===== src/rtl/lfsr_seq_ctrl.sv =====
// Sequencer around a Galois LFSR: loads a seed, streams handshaked bursts of
// pseudo-random words, and measures the LFSR period on command.
module lfsr_seq_ctrl #(
  parameter int unsigned          BITWIDTH     = 5,
  parameter logic [BITWIDTH-1:0]  TAPS         = 5'b10100,
  parameter logic [BITWIDTH-1:0]  DEFAULT_SEED = 5'b00001,
  parameter int unsigned          CNT_W        = 8
) (
  input  logic                clk,
  input  logic                arst_n,
  input  logic                seed_load,
  input  logic [BITWIDTH-1:0] seed_in,
  input  logic                start,
  input  logic [CNT_W-1:0]    burst_len,
  input  logic                measure,
  input  logic                out_ready,
  output logic                out_valid,
  output logic [BITWIDTH-1:0] out_data,
  output logic                busy,
  output logic                done,
  output logic [CNT_W-1:0]    period,
  output logic                period_valid,
  output logic                seed_fixed
);

  localparam logic [CNT_W-1:0] CNT_ONE = {{(CNT_W-1){1'b0}}, 1'b1};
  localparam logic [CNT_W-1:0] CNT_MAX = {CNT_W{1'b1}};

  typedef enum logic [1:0] {
    IDLE,
    BURST,
    MEASURE
  } state_e;

  state_e              state_q, state_d;
  logic [BITWIDTH-1:0] lfsr_q, lfsr_d;
  logic [BITWIDTH-1:0] snapshot_q, snapshot_d;
  logic [CNT_W-1:0]    remaining_q, remaining_d;
  logic [CNT_W-1:0]    cnt_q, cnt_d;
  logic [CNT_W-1:0]    period_q, period_d;
  logic                periodValid_q, periodValid_d;
  logic                seedFixed_q, seedFixed_d;
  logic                done_q, done_d;
  logic [BITWIDTH-1:0] lfsrNext;
  logic                handshake;

  // One Galois step: shift right, fold the taps in when a one falls off the end.
  function automatic logic [BITWIDTH-1:0] lfsrStep(input logic [BITWIDTH-1:0] v);
    if (v[0]) begin
      return (v >> 1) ^ TAPS;
    end
    return v >> 1;
  endfunction

  assign lfsrNext     = lfsrStep(lfsr_q);
  assign handshake    = (state_q == BURST) && out_ready;

  assign out_valid    = (state_q == BURST);
  assign out_data     = lfsr_q;
  assign busy         = (state_q != IDLE);
  assign done         = done_q;
  assign period       = period_q;
  assign period_valid = periodValid_q;
  assign seed_fixed   = seedFixed_q;

  // Next-state and datapath decisions for the IDLE/BURST/MEASURE controller.
  always_comb begin
    state_d       = state_q;
    lfsr_d        = lfsr_q;
    snapshot_d    = snapshot_q;
    remaining_d   = remaining_q;
    cnt_d         = cnt_q;
    period_d      = period_q;
    periodValid_d = periodValid_q;
    seedFixed_d   = seedFixed_q;

    unique case (state_q)
      IDLE: begin
        if (seed_load) begin
          periodValid_d = 1'b0;
          if (seed_in == '0) begin
            // An all-zero LFSR would lock up, so substitute the default seed.
            lfsr_d      = DEFAULT_SEED;
            seedFixed_d = 1'b1;
          end else begin
            lfsr_d      = seed_in;
            seedFixed_d = 1'b0;
          end
        end else if (measure) begin
          // The snapshot is taken here without stepping; the first MEASURE
          // cycle performs step number one, so cnt counts steps taken and the
          // match cycle reports the true period.
          snapshot_d    = lfsr_q;
          cnt_d         = CNT_ONE;
          periodValid_d = 1'b0;
          state_d       = MEASURE;
        end else if (start && (burst_len != '0)) begin
          remaining_d = burst_len;
          state_d     = BURST;
        end
      end

      BURST: begin
        if (handshake) begin
          lfsr_d      = lfsrNext;
          remaining_d = remaining_q - CNT_ONE;
          if (remaining_q == CNT_ONE) begin
            state_d = IDLE;
          end
        end
      end

      MEASURE: begin
        lfsr_d = lfsrNext;
        if (lfsrNext == snapshot_q) begin
          period_d      = cnt_q;
          periodValid_d = 1'b1;
          state_d       = IDLE;
        end else if (cnt_q == CNT_MAX) begin
          period_d      = CNT_MAX;
          periodValid_d = 1'b1;
          state_d       = IDLE;
        end else begin
          cnt_d = cnt_q + CNT_ONE;
        end
      end

      default: begin
        state_d = IDLE;
      end
    endcase

    done_d = (state_q != IDLE) && (state_d == IDLE);
  end

  // State and datapath registers; async reset abandons any burst or measurement.
  always_ff @(posedge clk or negedge arst_n) begin
    if (!arst_n) begin
      state_q       <= IDLE;
      lfsr_q        <= DEFAULT_SEED;
      snapshot_q    <= '0;
      remaining_q   <= '0;
      cnt_q         <= '0;
      period_q      <= '0;
      periodValid_q <= 1'b0;
      seedFixed_q   <= 1'b0;
      done_q        <= 1'b0;
    end else begin
      state_q       <= state_d;
      lfsr_q        <= lfsr_d;
      snapshot_q    <= snapshot_d;
      remaining_q   <= remaining_d;
      cnt_q         <= cnt_d;
      period_q      <= period_d;
      periodValid_q <= periodValid_d;
      seedFixed_q   <= seedFixed_d;
      done_q        <= done_d;
    end
  end

endmodule


===== config.mk =====
export PLATFORM = sky130hd
export DESIGN_NAME = lfsr_seq_ctrl
export DESIGN_NICKNAME = d
export VERILOG_FILES = /design/src/rtl/lfsr_seq_ctrl.sv
export SDC_FILE = /design/constraint.sdc
export NUM_CORES = 1
export LEC_CHECK = 0
export BUFFER_PORTS_ARGS = -buffer_cell sky130_fd_sc_hd__buf_2
export CAP_MARGIN = 40
export CELL_PAD_IN_SITES_DETAIL_PLACEMENT = 1
export CELL_PAD_IN_SITES_GLOBAL_PLACEMENT = 2
export CORE_UTILIZATION = 31
export CTS_CLUSTER_DIAMETER = 40
export DETAILED_ROUTE_END_ITERATION = 8
export PLACE_DENSITY = 0.84
export SLEW_MARGIN = 20
export SYNTH_ARGS = -nofsm -noshare
export SYNTH_HDL_FRONTEND = slang
export SYNTH_SLANG_ARGS = --single-unit

===== constraint.sdc =====
create_clock -name clk -period 1.7 [get_ports clk]
set_input_delay 0.085 -clock clk [delete_from_list [all_inputs] [get_ports clk]]
set_output_delay 0.085 -clock clk [all_outputs]
set_load 0.02 [all_outputs]

# Word level (Yosys, flattened, before mapping)
# Index checks and enable logic that the tools add are counted.
op_classes:
  mux: 33
  reduce_logical: 19
  bitwise_logic: 2
  n_eq_ne: 15
  n_addsub: 2
ops:
  columns: ["operator", "count"]
  rows:
  - ["$mux 8", 10]
  - ["$pmux 8 s2", 2]
  - ["$mux 5", 5]
  - ["$pmux 5 s3", 1]
  - ["$mux 2", 7]
  - ["$ne 2x2->1 const B", 7]
  - ["$reduce_and 5->1", 2]
  - ["$reduce_and 3->1", 3]
  - ["$add 8x1->8 const B", 1]
  - ["$eq 8x1->1 const B", 1]
  - ["$eq 8x8->1 const B", 1]
  - ["$reduce_bool 2->1", 4]
  - ["$reduce_bool 8->1", 1]
  - ["$sub 8x1->8 const B", 1]
  - ["$mux 1", 6]
  - ["$ne 3x3->1 const B", 2]
  - ["$pmux 2 s3", 1]
  - ["$eq 5x5->1", 1]
  - ["$logic_not 5->1", 1]
  - ["$logic_not 2->1", 2]
  - ["$reduce_and 2->1", 2]
  - ["$logic_and 1x1->1", 3]
  - ["$reduce_bool 3->1", 1]
  - ["$eq 2x1->1 const B", 1]
  - ["other kinds (5)", 5]
word_totals:
  input_bits: 19
  elab_cells: 80
  ff_bits: 39

# Logic depth before layout (Yosys ltp)
logic_depth:
  ltp_word: 8
  depth_mapped: 9
  mapped_depth_nobuf: 7

# Worst setup path after synthesis
# OpenSTA, ideal clock, no wires.
synth_timing:
  path_type: "register -> register"
  from: "register state_q[1]"
  to: "register state_q[0]"
  period_less_slack_ns: 2.008
  t_arrival_ns: 1.905
  setup_time_ns: 0.104
  required_time_ns: 1.596
  slack_ns: -0.308
  path_stages_with_launch: 7
  path_cell_list: "dfrtp_1 -> inv_1 -> ha_1 -> clkbuf_1 -> inv_1 -> or4_1 -> a221oi_1"
synth_via:
  elab_chain_len: 4
  word_cells_on_any_way: 6
  cone_classes: "2 x eq/ne; 2 x mux; 2 x reduce/logical"
synth_rtl:
  columns: ["item", "line", "text"]
  rows:
  - ["start: declaration", "35", "state_e state_q, state_d;"]
  - ["start signal: assignment", "149", "state_q <= state_d;"]
  - ["$eq 2x1->1", "56, 77", null]
  - ["$logic_and 1x1->1", "56", "assign handshake = (state_q == BURST) && out_ready;"]
  - ["$mux 2", "104", "if (handshake) begin"]
  - ["$pmux 2 s3 *", "77", "unique case (state_q)"]
  - ["via state_d[0]", "35", null]
# The timed path passes the listed nets; every way through them passes the cells marked *.
# A chain may end at the register's enable or synchronous reset.

# Final worst setup path
layout_timing:
  from: "register lfsr_q[0], in the netlist out_data[0]"
  to: "register period_q[2], in the netlist period[2]"
layout_via:
  elab_chain_len: 5
  word_cells_on_any_way: 6
  cone_classes: "1 x eq/ne; 3 x mux; 2 x reduce/logical"
layout_rtl:
  columns: ["item", "line", "text"]
  rows:
  - ["start: declaration", "36", "logic [BITWIDTH-1:0] lfsr_q, lfsr_d;"]
  - ["start signal: assignment", "150", "lfsr_q <= lfsr_d;"]
  - ["$mux 1 *", "49", "if (v[0]) begin"]
  - ["$mux 5 *", "52", "return v >> 1;"]
  - ["$eq 5x5->1 *", "115", "if (lfsrNext == snapshot_q) begin"]
  - ["$reduce_bool 2->1 (no line)", null, null]
  - ["$reduce_and 2->1 (no line)", null, null]
  - ["end signal: assignment", "154", "period_q <= period_d;"]
  - ["end: declaration", "40", "logic [CNT_W-1:0] period_q, period_d;"]
# Mark *: on every way between the ends. The rest lies on a longest branch, timed or not.

==> impl_summary.md <==
CTS
The number of clock buffers added by TritonCTS is 5. The deepest level of the CTS H-tree is 2. Counting along the longest clock path gives a buffer depth of 2. The clock transition at the register clock pins on the worst setup and hold paths after CTS is ~80 ps. The root cell of the clock tree is clkbuf_8. TritonCTS built the clock tree.

The clock insertion delay at the later pin of the skew report is between 200 and 300 ps. Counting every sink on the clock net gives 39.

Synth
After synthesis the cells add up to around 2200 um^2. The synthesized design spends more area on one cell type than any other, namely dfrtp_1. The most used standard cell by instance count after synthesis is dfrtp_1. Synthesis produced a netlist with a net count of ~260. In this run, synthesis produced a sequential element count of 39. Yosys attributes the largest share of cell area to dfrtp_1 (44%), nand2_1 (5.9%), o22a_1 (5.2%), ha_1 (4.0%), nor2_1 (3.4%).

The Yosys warning count is 0. The share of the synthesized area in the top cell type is 43.6%. The register area share after synthesis is roughly 45%. Counting every instance in the synthesized netlist gives 237. The number of distinct library cells after synthesis is 50. The mean area per synthesized cell is 9.20 um^2. Counting flops with a built-in enable in the synthesized netlist gives 0. The leading register cell type out of synthesis is dfrtp_1. By count the netlist is led by dfrtp_1 (38), nand2_1 (34), nor2_1 (20). The fraction of registers with async set or reset after synthesis is 100%.

Drt
The via count is approximately 2200. The final layout contains routed wiring with a total length of 7160 um. The detailed router finished its first iteration with 75 violations. The total DRC errors in the routed layout is 0. The number of vias per cell is 5.09. The residual antenna-violating net count after detailed routing is 0.

Dividing the detail-routed wire length by the instance count gives 16.9 um. The first detailed-routing pass took 4 iterations.

Floorplan
The floorplan step defined a die boundary enclosing between 7000 and 8000 um^2. The effective utilization at floorplan is 32.1%. The die is approximately 86 um wide. During I/O placement, the number of pins put on the boundary was 37. After floorplanning, the core was sized to cover 6790 um^2. The total number of placement rows is 30. The die span in y is 85.9 um.

Final layout
The final non-filler cell total is 423. The utilization of the core after routing is between 40 and 50%. After the last flow step, the layout net total stands at 352. The number of antenna diodes in the final layout is 0. The share of cells above drive strength 1 is 44.6%.

The area growth from synthesis to layout is 49.6%. The final cell area excluding filler cells is 3260 um^2.

Run status
The flow ran to the end, but the final reports show violations. The final reports fail on negative setup slack.

Power and ir drop
The largest voltage drop on the vdd net is 0.000917 V. In this run the power density over the cells is 1890 nW/um^2. The completed layout was analyzed and its total power is between 0.006 and 0.007 W. The static power due to leakage is 1.48 nW.

STA
Setup violations remaining at the end of the flow were counted as 16. Derived from the worst setup path, the maximum achievable clock frequency is 560 MHz. The minimum clock period after layout is between 1500 and 2000 ps.

The share of the clock period used by the worst path is 105%. The number of max-slew violations in the final report is 0. Setup repair after global routing could not meet its margin everywhere. The clock arrives with between 3 and 4 ps of skew. In the post-route analysis, the smallest setup slack over all paths is -85.3 ps. The max-slew headroom at the worst pin is 67.5%. The pin slew with the least headroom to its limit is roughly 480 ps. The final number of hold-violating endpoints is 0.

Setup path
The launching element type of the critical path is a register. The depth of the worst register-to-register path is 7. Of all nets on the critical path, the largest fanout is 8. The worst endpoint data arrival time is 1970 ps. The start-to-end type of the worst setup path is register to register. STA classifies the critical path endpoint as a register. For the worst setup path, the data required time is ~1900 ps.

Worst hold path
The number of cells traversed by the worst hold path is 3. The min-delay analysis places its worst path in the category primary input to register.

Global routing
After global routing the overflow that remains totals 0. The first global-routing pass estimated between 10000 and 15000 um of wire. Across every metal layer, demand over resource in global routing totals 20.3%. The via count of the first global-routing pass is 2359. The initial antenna violation count is 0. Entering global routing, the biggest net connects 24 pins.

Placement
Including well taps, the total number of placed cells is 409. The placer's final routability congestion estimate is 0.842. Summing all placed instances gives a cell area of 2870 um^2. The placement-stage worst setup slack is -111 ps. The total half-perimeter wirelength after legalization and detailed placement is 4830 um. The number of buffers inserted by port buffering is 36.

Run
Across the run, the number of max-cap violations was 0.
==> where the power goes <==
| group | switching (W) | internal (W) |
|---|---|---|
| Clock | 0.000338 | 0.000440 |
| Combinational | 0.00197 | 0.00177 |
| Sequential | 0.000321 | 0.00132 |
| Total | 0.00263 | 0.00353 |
==> stage by stage <==
step                hold slack (ps)  TNS, ps
floorplan                      -211    -51.7
global placement               47.1     -111
detailed placement             68.8    -1050
CTS                            92.5    -72.9
global route                    126    -2090
finish                          117     -773
==> logic make-up (layout without fill, tap and decap cells) <==
family / Yosys count / count (layout) / share of synthesized area (%)
multiplexers: 8 / 8 / 3.84
AO/OA/AOI/OAI: 60 / 60 / 19.2
buffers and inverters: 19 / 109 / 3.67
AND/OR/NAND/NOR: 98 / 98 / 22.1
flip-flops: 39 / 39 / 44.8
adder cells (fa/ha/maj): 7 / 7 / 4.02
XOR/XNOR: 6 / 6 / 2.41
==> sequential cells by signal (all words and copies together) (netlist names) <==
name	count
period	8
snapshot_q	5
cnt_q	8
seed_fixed	1
out_data	5
remaining_q	8
state_q	2
period_valid	1
done	1
==> final timing paths <==
| path | from | endpoint | slack (ps) |
|---|---|---|---|
| worst max-delay path | out_data[0]$_DFFE_PN1P_ | period[2]$_DFFE_PN0P_ | -90 |
| worst min-delay path | burst_len[0] | remaining_q[0]$_DFFE_PN0P_ | 120 |
| worst max register to register | out_data[0]$_DFFE_PN1P_ | period[2]$_DFFE_PN0P_ | -90 |
| worst min register to register | period[0]$_DFFE_PN0P_ | period[0]$_DFFE_PN0P_ | 510 |
| max in group asynchronous | arst_n | out_data[0]$_DFFE_PN1P_ | 860 |
| min in group asynchronous | arst_n | period[7]$_DFFE_PN0P_ | 270 |
==> timing repair <==
item	CTS	global route
hold endpoints to repair	16	0
hold buffers	1	0
buffers inserted	3	2
endpoints found under the setup margin	29	31
pin swaps	0	10
resized for setup	20	34
==> layout make-up <==
cell class              count  area (um^2)
clock buffers               7         76.3
multi-input cells         179         1370
inverters                  10         42.5
well taps                  96          120
flip-flops and latches     39          981
clock inverters             1         30.0
repair buffers             91          646
fillers                   773         3530
==> placed cells by master, fill, tap and decap left out, types with 3 or more instances in the layout <==
| master | n |
|---|---|
| buf_4 | 43 |
| buf_2 | 36 |
| dfrtp_1 | 35 |
| nand2_1 | 33 |
| nor2_1 | 16 |
| o22a_1 | 13 |
| nand3_1 | 10 |
| buf_6 | 10 |
| a21oi_2 | 9 |
| o21ai_0 | 7 |
| inv_1 | 6 |
| mux2i_1 | 5 |
| clkbuf_8 | 5 |
| nor4_1 | 4 |
| nand2b_1 | 4 |
| a21oi_1 | 4 |
| ha_1 | 4 |
| inv_2 | 3 |
| xor2_1 | 3 |
| or4_1 | 3 |
| nor2_4 | 3 |
| and3_1 | 3 |
| o21ai_2 | 3 |
| a211o_1 | 3 |
| nor3_1 | 3 |
| a31oi_1 | 3 |
| ha_4 | 3 |
| dfrtp_2 | 3 |
==> metal layers <==
layer  GRT usage (%)  up-vias  share of wire (%)
li1                -     1041                  -
met1            23.4     1064                 43
met2            38.0       33                 52
met3            3.46       16                2.3
met4            6.82        0                2.3
met5               0        -                  0
==> critical path, stage by stage (launching register included) <==
cell and delay [ps]:
dfstp_2 620, xnor2_4 100, xor2_2 220, a21oi_2 180, buf_6 160, nor2_4 40
buf_6 130, o22a_1 210
Note: power is estimated with default switching activity, not from simulation.
